### config.mk
export PLATFORM = sky130hd
export DESIGN_NAME = cr16_control_fsm
export DESIGN_NICKNAME = d
export VERILOG_FILES = /design/src/rtl/cr16_pkg.sv /design/src/rtl/cr16_cond_eval.sv /design/src/rtl/cr16_control_fsm.sv
export SDC_FILE = /design/constraint.sdc
export NUM_CORES = 1
export LEC_CHECK = 0
export CAP_MARGIN = 30
export CORE_MARGIN = 5
export CORE_UTILIZATION = 49
export CTS_BUF_LIST = sky130_fd_sc_hd__clkbuf_8
export DETAILED_ROUTE_END_ITERATION = 10
export PLACE_DENSITY = 0.82
export SLEW_MARGIN = 20
export SYNTH_ARGS = -nofsm -noshare
export SYNTH_HDL_FRONTEND = slang
export SYNTH_SLANG_ARGS = --single-unit
### constraint.sdc
create_clock -name clk -period 2.4 [get_ports clk]
set_clock_uncertainty 0.2 [all_clocks]
set_input_delay 0.36 -clock clk [delete_from_list [all_inputs] [get_ports clk]]
set_output_delay 0.36 -clock clk [all_outputs]
set_load 0.1 [all_outputs]
### src/rtl/cr16_pkg.sv
// Shared encodings for the CR16-style control path: opcodes, ext codes,
// condition codes, ALU controls, ALU B-source selects, flag indices, states.
package cr16_pkg;

  // op field [15:12]
  localparam logic [3:0] OP_RTYPE = 4'b0000;
  localparam logic [3:0] OP_ANDI  = 4'b0001;
  localparam logic [3:0] OP_ORI   = 4'b0010;
  localparam logic [3:0] OP_XORI  = 4'b0011;
  localparam logic [3:0] OP_MEM   = 4'b0100;
  localparam logic [3:0] OP_ADDI  = 4'b0101;
  localparam logic [3:0] OP_SUBI  = 4'b1001;
  localparam logic [3:0] OP_CMPI  = 4'b1011;
  localparam logic [3:0] OP_BCOND = 4'b1100;
  localparam logic [3:0] OP_MOVI  = 4'b1101;
  localparam logic [3:0] OP_LUI   = 4'b1111;

  // ext field [7:4]; R-type ALU ext codes share the immediate opcode values
  localparam logic [3:0] EXT_LOAD  = 4'b0000;
  localparam logic [3:0] EXT_AND   = 4'b0001;
  localparam logic [3:0] EXT_OR    = 4'b0010;
  localparam logic [3:0] EXT_XOR   = 4'b0011;
  localparam logic [3:0] EXT_STOR  = 4'b0100;
  localparam logic [3:0] EXT_ADD   = 4'b0101;
  localparam logic [3:0] EXT_JAL   = 4'b1000;
  localparam logic [3:0] EXT_SUB   = 4'b1001;
  localparam logic [3:0] EXT_CMP   = 4'b1011;
  localparam logic [3:0] EXT_JCOND = 4'b1100;
  localparam logic [3:0] EXT_MOV   = 4'b1101;

  // cond field [11:8]
  localparam logic [3:0] COND_EQ = 4'b0000;
  localparam logic [3:0] COND_NE = 4'b0001;
  localparam logic [3:0] COND_CS = 4'b0010;
  localparam logic [3:0] COND_CC = 4'b0011;
  localparam logic [3:0] COND_GT = 4'b0110;
  localparam logic [3:0] COND_LE = 4'b0111;
  localparam logic [3:0] COND_LT = 4'b1100;
  localparam logic [3:0] COND_GE = 4'b1101;
  localparam logic [3:0] COND_UC = 4'b1110;

  localparam logic [2:0] ALU_ADD   = 3'b000;
  localparam logic [2:0] ALU_SUB   = 3'b001;
  localparam logic [2:0] ALU_AND   = 3'b010;
  localparam logic [2:0] ALU_OR    = 3'b011;
  localparam logic [2:0] ALU_XOR   = 3'b100;
  localparam logic [2:0] ALU_PASSB = 3'b101;
  localparam logic [2:0] ALU_CMP   = 3'b110;

  localparam logic [1:0] SRCB_REG   = 2'b00;
  localparam logic [1:0] SRCB_IMM   = 2'b01;
  localparam logic [1:0] SRCB_ONE   = 2'b10;
  localparam logic [1:0] SRCB_IMMHI = 2'b11;

  localparam int unsigned FLAG_N = 4;
  localparam int unsigned FLAG_Z = 3;
  localparam int unsigned FLAG_F = 2;
  localparam int unsigned FLAG_L = 1;
  localparam int unsigned FLAG_C = 0;

  typedef enum logic [7:0] {
    S_FETCH   = 8'b0000_0001,
    S_DECODE  = 8'b0000_0010,
    S_EXEC    = 8'b0000_0100,
    S_LD_WAIT = 8'b0000_1000,
    S_LD_WB   = 8'b0001_0000,
    S_ST_WAIT = 8'b0010_0000,
    S_BRANCH  = 8'b0100_0000,
    S_JUMP    = 8'b1000_0000
  } state_t;

  // True for every instruction completed by a single EXEC cycle.
  function automatic logic is_alu_instr(input logic [3:0] op, input logic [3:0] ext);
    logic hit;
    hit = 1'b0;
    if (op == OP_RTYPE) begin
      case (ext)
        EXT_ADD, EXT_SUB, EXT_CMP, EXT_AND, EXT_OR, EXT_XOR, EXT_MOV: hit = 1'b1;
        default: hit = 1'b0;
      endcase
    end else begin
      case (op)
        OP_ADDI, OP_SUBI, OP_CMPI, OP_ANDI, OP_ORI, OP_XORI, OP_MOVI, OP_LUI: hit = 1'b1;
        default: hit = 1'b0;
      endcase
    end
    return hit;
  endfunction

  // ALU control from the R-type ext code or the immediate opcode.
  function automatic logic [2:0] alu_for(input logic [3:0] code);
    logic [2:0] alu;
    case (code)
      OP_ADDI: alu = ALU_ADD;
      OP_SUBI: alu = ALU_SUB;
      OP_CMPI: alu = ALU_CMP;
      OP_ANDI: alu = ALU_AND;
      OP_ORI:  alu = ALU_OR;
      OP_XORI: alu = ALU_XOR;
      default: alu = ALU_PASSB;
    endcase
    return alu;
  endfunction

endpackage

### src/rtl/cr16_cond_eval.sv
// Evaluates a branch/jump condition code against the PSR flags.
module cr16_cond_eval
  import cr16_pkg::*;
(
  input  logic [3:0] cond,
  input  logic [4:0] flag,
  output logic       taken
);

  logic unused_flags;
  assign unused_flags = ^{flag[FLAG_F], flag[FLAG_L]};

  // Condition decode
  always_comb begin
    taken = 1'b0;
    case (cond)
      COND_EQ: taken = flag[FLAG_Z];
      COND_NE: taken = !flag[FLAG_Z];
      COND_CS: taken = flag[FLAG_C];
      COND_CC: taken = !flag[FLAG_C];
      COND_GT: taken = flag[FLAG_N];
      COND_LE: taken = !flag[FLAG_N];
      COND_LT: taken = !flag[FLAG_N] && !flag[FLAG_Z];
      COND_GE: taken = flag[FLAG_N] || flag[FLAG_Z];
      COND_UC: taken = 1'b1;
      default: taken = 1'b0;
    endcase
  end

endmodule

### src/rtl/cr16_control_fsm.sv
// Multicycle control FSM for the CR16-style datapath, with memory
// handshake watchdog and retired-instruction counter.
module cr16_control_fsm
  import cr16_pkg::*;
#(
  parameter int unsigned WAIT_LIMIT = 15,
  parameter int unsigned CNT_W      = 16
) (
  input  logic             clk,
  input  logic             reset,
  input  logic [15:0]      instr,
  input  logic [4:0]       flag,
  input  logic             mem_ready,
  output logic             pcen,
  output logic             irwrite,
  output logic             regwrt,
  output logic             flag_en,
  output logic             memread,
  output logic             memwrite,
  output logic             memtoreg,
  output logic             regdst,
  output logic             pc_mux,
  output logic             im_mux,
  output logic [1:0]       alusrcb,
  output logic [2:0]       alucont,
  output logic             branch,
  output logic             jump,
  output logic             jal,
  output logic             illegal,
  output logic             mem_err,
  output logic [CNT_W-1:0] retired
);

  localparam int unsigned WAIT_W = $clog2(WAIT_LIMIT + 1);
  localparam logic [WAIT_W-1:0] WAIT_MAX = WAIT_LIMIT[WAIT_W-1:0];

  state_t            state, state_next;
  logic [WAIT_W-1:0] wait_cnt;
  logic              waiting, retire, cond_taken, at_limit;
  logic [3:0]        op, cond, ext, alu_code;
  logic              unused_rsrc;

  assign op          = instr[15:12];
  assign cond        = instr[11:8];
  assign ext         = instr[7:4];
  assign unused_rsrc = ^instr[3:0];
  assign alu_code    = (op == OP_RTYPE) ? ext : op;
  assign at_limit    = (wait_cnt == WAIT_MAX);

  cr16_cond_eval u_cond_eval (
    .cond  (cond),
    .flag  (flag),
    .taken (cond_taken)
  );

  // State register, memory-wait watchdog counter and retired counter
  always_ff @(posedge clk) begin
    if (reset) begin
      state    <= S_FETCH;
      wait_cnt <= '0;
      retired  <= '0;
    end else begin
      state <= state_next;
      if ((state_next != state) || mem_err) begin
        wait_cnt <= '0;
      end else if (waiting && !mem_ready) begin
        wait_cnt <= wait_cnt + 1'b1;
      end
      if (retire) begin
        retired <= retired + 1'b1;
      end
    end
  end

  // Next-state and output decode; everything is held at zero during reset
  always_comb begin
    state_next = state;
    waiting    = 1'b0;
    retire     = 1'b0;
    pcen       = 1'b0;
    irwrite    = 1'b0;
    regwrt     = 1'b0;
    flag_en    = 1'b0;
    memread    = 1'b0;
    memwrite   = 1'b0;
    memtoreg   = 1'b0;
    regdst     = 1'b0;
    pc_mux     = 1'b0;
    im_mux     = 1'b0;
    alusrcb    = SRCB_REG;
    alucont    = ALU_ADD;
    branch     = 1'b0;
    jump       = 1'b0;
    jal        = 1'b0;
    illegal    = 1'b0;
    mem_err    = 1'b0;
    if (reset) begin
      state_next = S_FETCH;
    end else begin
      case (state)
        S_FETCH: begin
          waiting = 1'b1;
          memread = 1'b1;
          alusrcb = SRCB_ONE;
          alucont = ALU_ADD;
          if (mem_ready) begin
            irwrite    = 1'b1;
            pcen       = 1'b1;
            state_next = S_DECODE;
          end else if (at_limit) begin
            mem_err    = 1'b1;
            state_next = S_FETCH;
          end
        end
        S_DECODE: begin
          if (is_alu_instr(op, ext)) begin
            state_next = S_EXEC;
          end else if (op == OP_BCOND) begin
            state_next = S_BRANCH;
          end else if (op == OP_MEM && ext == EXT_LOAD) begin
            state_next = S_LD_WAIT;
          end else if (op == OP_MEM && ext == EXT_STOR) begin
            state_next = S_ST_WAIT;
          end else if (op == OP_MEM && (ext == EXT_JCOND || ext == EXT_JAL)) begin
            state_next = S_JUMP;
          end else begin
            illegal    = 1'b1;
            state_next = S_FETCH;
          end
        end
        S_EXEC: begin
          alucont    = alu_for(alu_code);
          alusrcb    = (op == OP_RTYPE) ? SRCB_REG
                     : (op == OP_LUI)   ? SRCB_IMMHI : SRCB_IMM;
          im_mux     = (op == OP_ANDI) || (op == OP_ORI) || (op == OP_XORI);
          flag_en    = (alucont == ALU_ADD) || (alucont == ALU_SUB) || (alucont == ALU_CMP);
          regwrt     = (alucont != ALU_CMP);
          regdst     = 1'b1;
          retire     = 1'b1;
          state_next = S_FETCH;
        end
        S_LD_WAIT: begin
          waiting = 1'b1;
          memread = 1'b1;
          pc_mux  = 1'b1;
          if (mem_ready) begin
            state_next = S_LD_WB;
          end else if (at_limit) begin
            mem_err    = 1'b1;
            state_next = S_FETCH;
          end
        end
        S_LD_WB: begin
          regwrt     = 1'b1;
          memtoreg   = 1'b1;
          regdst     = 1'b1;
          retire     = 1'b1;
          state_next = S_FETCH;
        end
        S_ST_WAIT: begin
          waiting  = 1'b1;
          memwrite = 1'b1;
          pc_mux   = 1'b1;
          if (mem_ready) begin
            retire     = 1'b1;
            state_next = S_FETCH;
          end else if (at_limit) begin
            mem_err    = 1'b1;
            state_next = S_FETCH;
          end
        end
        S_BRANCH: begin
          branch     = cond_taken;
          pcen       = cond_taken;
          retire     = 1'b1;
          state_next = S_FETCH;
        end
        S_JUMP: begin
          if (ext == EXT_JAL) begin
            jal    = 1'b1;
            regwrt = 1'b1;
            regdst = 1'b1;
            jump   = 1'b1;
            pcen   = 1'b1;
          end else begin
            jump = cond_taken;
            pcen = cond_taken;
          end
          retire     = 1'b1;
          state_next = S_FETCH;
        end
        default: state_next = S_FETCH;
      endcase
    end
  end

endmodule

After elaboration in Yosys (flattened, before gate mapping)
Memories as Yosys holds them, arrays and structs flattened.
Index checks and enable logic that the tools add are counted.
{"block": "op_classes", "add_sub_neg": 2, "n_eq_ne": 43, "mux": 70, "n_reduce_logical": 27}
{"cell": "8-bit 2-to-1 mux", "n": 10}
{"cell": "4-bit == test (second input constant)", "n": 13}
{"cell": "1-bit 2-to-1 mux", "n": 44}
{"cell": "4-bit by 2-bit == test with 1-bit output (second input constant)", "n": 8}
{"cell": "8-bit case mux with 4 select lines", "n": 1}
{"cell": "4-bit by 3-bit == test with 1-bit output (second input constant)", "n": 6}
{"cell": "3-bit case mux with 6 select lines", "n": 1}
{"cell": "16-bit by 1-bit adder with 16-bit output (second input constant)", "n": 1}
{"cell": "4-bit by 1-bit == test with 1-bit output (second input constant)", "n": 4}
{"cell": "4-bit logical NOT", "n": 3}
{"cell": "3-bit 2-to-1 mux", "n": 4}
{"cell": "1-bit case mux with 9 select lines", "n": 1}
{"cell": "8-bit by 1-bit == test with 1-bit output (second input constant)", "n": 1}
{"cell": "8-bit by 2-bit == test with 1-bit output (second input constant)", "n": 1}
{"cell": "8-bit by 3-bit == test with 1-bit output (second input constant)", "n": 1}
{"cell": "8-bit by 4-bit == test with 1-bit output (second input constant)", "n": 1}
{"cell": "8-bit by 5-bit == test with 1-bit output (second input constant)", "n": 1}
{"cell": "8-bit by 6-bit == test with 1-bit output (second input constant)", "n": 1}
{"cell": "8-bit by 7-bit == test with 1-bit output (second input constant)", "n": 1}
{"cell": "8-bit == test (second input constant)", "n": 1}
{"cell": "8-bit inequality test", "n": 1}
{"cell": "2-bit OR reduction", "n": 4}
{"cell": "1-bit logical OR", "n": 7}
{"cell": "7-bit OR reduction", "n": 1}
{"cell": "other kinds (14)", "n": 25}
{"block": "totals", "register_bits": 28, "mem_bits_ro": 16, "in_bits": 24, "memories": 1}
{"memory": "(no name shown)", "depth": 16, "width": 1, "read_ports": 1, "rd_ports_with_merged_regs": 0, "wr": 0, "line_no": "cr16_pkg.sv:82", "rtl": "case (op)"}

Logic depth before layout (Yosys ltp)
{"block": "logic_depth", "depth_word": 13, "mapped_depth": 8, "ltp_nobuf": 7}

Modules after synthesis
Synthesis repeated with hierarchy kept, for this count alone.
{"block": "hier_totals", "cells_unflattened": 266, "hier_area_um2": 2018.2}
{"mod": "cr16_control_fsm", "instances": 1, "cells_each": 252, "area_each_um2": 1923.1, "seq_area_each_um2": 560.5}
{"mod": "cr16_cond_eval", "instances": 1, "cells_each": 14, "area_each_um2": 95.1, "seq_area_each_um2": 0.0}

Worst setup path before layout
No wires, ideal clock.
{"block": "synth_path", "path_kind": "register to output", "start": "register state[3]", "end": "output pcen", "arrival_ns": 4.462, "setup_slack_ns": -2.622, "path_stages_with_launch": 6, "path_buffers": 1, "path_cell_list": "dfxtp_1 > buf_2 > nor2_1 > nand3_1 > nor4_1 > a31o_2"}
{"block": "synth_via", "elab_chain_cells": 3, "elab_cells_between_ends": 5}
{"element": "start, declared", "line_no": "cr16_control_fsm.sv:37", "rtl": "state_t state, state_next;"}
{"element": "start signal, assigned", "line_no": "cr16_control_fsm.sv:63", "rtl": "state <= state_next;"}
{"element": "8-bit == test (tied with other cells)", "line_no": "cr16_control_fsm.sv:100", "rtl": "case (state)"}
{"element": "1-bit case mux with 3 select lines *", "line_no": "cr16_control_fsm.sv:100"}
{"element": "1-bit 2-to-1 mux *", "line_no": "cr16_control_fsm.sv:97", "rtl": "if (reset) begin"}
{"element": "end, declared", "line_no": "cr16_control_fsm.sv:14", "rtl": "output logic pcen,"}
Mark *: on every way between the ends. The rest lies on a longest branch, timed or not.

Final worst setup path
{"block": "layout_path", "start": "register state[2]", "end": "register retired[9]"}
{"block": "layout_via", "elab_chain_cells": 4, "elab_cells_between_ends": 8}
{"element": "8-bit == test (tied with other cells)", "line_no": "cr16_control_fsm.sv:100"}
{"element": "4-bit OR reduction (no line)"}
{"element": "1-bit case mux with 2 select lines *", "line_no": "cr16_control_fsm.sv:100"}
{"element": "1-bit 2-to-1 mux *", "line_no": "cr16_control_fsm.sv:97"}
{"element": "end signal, assigned", "line_no": "cr16_control_fsm.sv:70", "rtl": "retired <= retired + 1'b1;"}
{"element": "end, declared", "line_no": "cr16_control_fsm.sv:31", "rtl": "output logic [CNT_W-1:0] retired"}
Marks and branches as above.
A chain may end at the register's enable or synchronous reset.

==> results_tabular.tex <==
\begin{tabular}{lr}
\hline
Metric & Value \\
\hline
\multicolumn{2}{l}{\textbf{Final layout}} \\
\quad Storage cell area & approximately 600 um2 \\
\quad Layout Cell Area excl Fill & 3820 um2 \\
\quad Layout net count & a little over 400 \\
\quad Leading cell type in the layout, fill and taps excluded & sky130\_fd\_sc\_hd\_\_buf\_4 \\
\quad Multi-input logic area & 1780 um2 \\
\quad Most frequent cells in the layout & sky130\_fd\_sc\_hd\_\_buf\_4, sky130\_fd\_sc\_hd\_\_nor2\_1, sky130\_fd\_sc\_hd\_\_buf\_12, sky130\_fd\_sc\_hd\_\_dfxtp\_1, sky130\_fd\_sc\_hd\_\_xor2\_1 \\
\quad Syn-to-layout area delta & 86.8\% \\
\quad Layout filler cell count & 109 \\
\quad Layout cell share with drive strength beyond 1 & between 50 and 60\% \\
\quad Antenna diode count & 0 \\
\multicolumn{2}{l}{\textbf{Detailed routing}} \\
\quad Met3 Routed Length & approximately 1100 um \\
\quad Final antenna-violating net count & 0 \\
\quad Via total after detailed routing & $\sim$3000 \\
\quad WL met2 & 4970 um \\
\quad Pre-Repair DR Iteration Count & 6 \\
\quad Highest metal layer with signal wires & met4 \\
\quad Routed wire length per instance & about 24 um \\
\quad Met1 wire length & $\sim$3400 um \\
\quad Ratio of routed vias to standard cells & 6.83 \\
\quad Starting DRC count in detailed routing & 371 \\
\quad DRC Markers & 0 \\
\quad Total wirelength of the detailed-routed design & roughly 10000 um \\
\multicolumn{2}{l}{\textbf{Synth}} \\
\quad Number of enable-type register cells in the synthesized netlist & 0 \\
\quad Async set or reset register ratio after synthesis & 0\% \\
\quad Syn Area/Cell & roughly 7.6 um2 \\
\quad Number of synthesized register bits & 28 \\
\quad Post-synthesis instance area & about 2000 um2 \\
\quad Post-synth top area cell & sky130\_fd\_sc\_hd\_\_dfxtp\_1 \\
\quad Post-synthesis sequential area ratio & about 27\% \\
\quad Mapped Cells & between 200 and 300 \\
\quad Synth cell types & 60 \\
\quad Warnings from Yosys & 0 \\
\quad Syn nets & 296 \\
\quad Top cell type's share of synthesized area & 27.4\% \\
\quad Primary FF master, synth & sky130\_fd\_sc\_hd\_\_dfxtp\_1 \\
\quad Top cells by area, synth & sky130\_fd\_sc\_hd\_\_dfxtp\_1, sky130\_fd\_sc\_hd\_\_nor2\_1, sky130\_fd\_sc\_hd\_\_xor2\_1 \\
\multicolumn{2}{l}{\textbf{Power and ir drop}} \\
\quad Total Power Consumption & about 0.0013 W \\
\quad Power density over cell area & $\sim$340 nW/um2 \\
\quad Leak Pwr & 1.57 nW \\
\quad Peak supply drop & roughly 0.00038 V \\
\multicolumn{2}{l}{\textbf{Timing}} \\
\quad Min cycle time layout & roughly 2.7 ns \\
\quad Setup total negative slack & -2.27 ns \\
\quad Slew at the pin closest to its max-slew limit & 0.454 ns \\
\quad Number of hold violations in the final report & 0 \\
\quad Post-route clock period utilization & 112\% \\
\quad Unrepaired setup endpoints after global routing & yes \\
\quad Final number of setup-violating endpoints & 30 \\
\quad Max frequency & around 0.37 GHz \\
\quad Normalized max-slew margin & between 60 and 70\% \\
\quad Final hold slack & 0.231 ns \\
\quad Final setup margin & -0.298 ns \\
\quad Max-slew violation count & 0 \\
\multicolumn{2}{l}{\textbf{CTS}} \\
\quad Clock root buffer & sky130\_fd\_sc\_hd\_\_clkbuf\_8 \\
\quad Maximum level of the CTS H-tree & 1 \\
\quad Later-pin clock latency in the skew report & between 0.2 and 0.3 ns \\
\quad TritonCTS clock tree & done \\
\quad Clock-pin slew on the worst setup and hold paths & 0.11 ns \\
\quad Total CTS buffers & 3 \\
\quad Total number of clock tree sinks & 28 \\
\quad Maximum buffer depth of the clock tree & 2 \\
\quad Post-CTS Hold Buffers & 0 \\
\multicolumn{2}{l}{\textbf{Setup path}} \\
\quad Largest delay contributor family on the critical path & compound AO/OA/AOI/OAI gates \\
\quad Slowest stage cell on the critical path & sky130\_fd\_sc\_hd\_\_a221oi\_2 \\
\quad Critical Setup Path Class & flop to flop \\
\quad WP buf/inv & 4 \\
\quad Crit-path cells & buf\_4 > buf\_4 > and2b\_2 > a221oi\_2 > a211oi\_4 > buf\_6 > buf\_6 > nand4\_1 > xor2\_1 > nor2\_1 \\
\quad Worst endpoint required time & between 2 and 2.5 ns \\
\quad Highest fanout seen on the critical path & 6 \\
\quad Worst path arrival time & 2.66 ns \\
\quad Type of origin of the critical path & flop \\
\quad Category of the worst setup path capture point & flop \\
\quad Slowest Stage Delay on Critical Path & around 0.44 ns \\
\multicolumn{2}{l}{\textbf{Flow run}} \\
\quad Maximum capacitance violations & 0 \\
\multicolumn{2}{l}{\textbf{Place}} \\
\quad Post-detailed-placement cell area & approximately 3400 um2 \\
\quad GPL Wtd Cong & just under 0.9 \\
\quad \# port buffers & 53 \\
\quad Half-perimeter wire length after detailed placement & roughly 5000 um \\
\quad Pre-CTS WS & -0.375 ns \\
\multicolumn{2}{l}{\textbf{GRT}} \\
\quad Initial antenna violation count & 0 \\
\quad First-pass GRT wire length & around 14000 um \\
\quad Pin count of the biggest net entering global routing & 17 \\
\quad GR Util All Layers & a little under a third \\
\quad Remaining Overflow, GRT & 0 \\
\quad Via count of the first global-routing pass & about 2800 \\
\multicolumn{2}{l}{\textbf{Die}} \\
\quad Area of the die & between 5000 and 6000 um2 \\
\quad Core Region & 4030 um2 \\
\quad Number of top-level pins & 60 \\
\quad Starting density of the core & between 50 and 60\% \\
\quad Die W & $\sim$75 um \\
\quad Row Count & 23 \\
\quad Die span in y & 74.6 um \\
\multicolumn{2}{l}{\textbf{Status}} \\
\quad Failing checks & setup timing \\
\quad Result of the run & complete, but fails checks \\
\multicolumn{2}{l}{\textbf{Worst hold path}} \\
\quad Worst min-delay path category & input port to flop \\
\hline
\end{tabular}
==> through the flow <==
stage               utilization, %  std cells
detailed placement            84.4        407
global route                  94.8        438
finish                        94.8        438
global placement              84.4        407
CTS                           91.0        425
floorplan                        -        270
==> cells in the mapped netlist (all sizes together) (3+ instances only) <==
master  number
nor4         6
nand2b       4
xor2        17
inv         11
nor2        47
o21ai        9
a31oi        8
o211ai       3
nand2       18
nand4       10
and3         6
dfxtp       28
or3          5
buf          9
and2         3
clkbuf       8
o21a         4
mux2i        3
a21oi       11
nor3        12
nand3       10
==> sequential cells by signal, summed over array words and instances (netlist names) <==
name / flops
wait_cnt: 4
state: 8
retired: 16
==> worst paths after layout <==
path / start / to / slack, ns / cells past startpoint
min reg2reg: wait_cnt[0]$_SDFFE_PP0P_ / wait_cnt[0]$_SDFFE_PP0P_ / 0.26 / 1
max reg2reg: state[2]$_SDFF_PP0_ / retired[9]$_SDFFE_PP0P_ / -0.30 / 10
min: reset / retired[3]$_SDFFE_PP0P_ / 0.23 / 2
max: state[2]$_SDFF_PP0_ / retired[9]$_SDFFE_PP0P_ / -0.30 / 10
==> report_power, final <==
group	internal, W	leakage [nW]	total, W	switching, W
logic	0.000189	1.30	0.000437	0.000248
clock network	0.000224	0.0357	0.000389	0.000165
registers	0.000465	0.231	0.000473	0.00000795
total	0.000878	1.57	0.00130	0.000421
==> layout make-up <==
cell class / count / share of cell area (%)
clock buffers: 3 / 1.08
clock inverters: 1 / 0.787
inverters: 11 / 1.21
multi-input cells: 214 / 46.7
flip-flops and latches: 28 / 15.3
well taps: 50 / 1.64
repair buffers: 131 / 33.2
==> routing by layer <==
metal | vias to the layer above | global-route usage, %
li1 | 1208 | -
met1 | 1359 | 34.5
met2 | 304 | 55.6
met3 | 120 | 5.27
met4 | 0 | 21.3
met5 | - | 0
==> logic make-up after synthesis <==
logic type | share of synthesized area (%)
compound gates | 17.3
xor+xnor | 8.14
fa+ha+maj | 1.71
buf+inv | 7.78
flops | 27.4
mux | 2.57
simple gates | 35.1
==> repair_timing <==
action                                  in CTS  in global routing
endpoints found under the setup margin      16                 29
cloned                                       0                  0
pin swaps                                   19                 21
setup buffers                               14                 13
gates resized for setup                     52                 34
No activity file was read; power rests on OpenSTA's default activity.
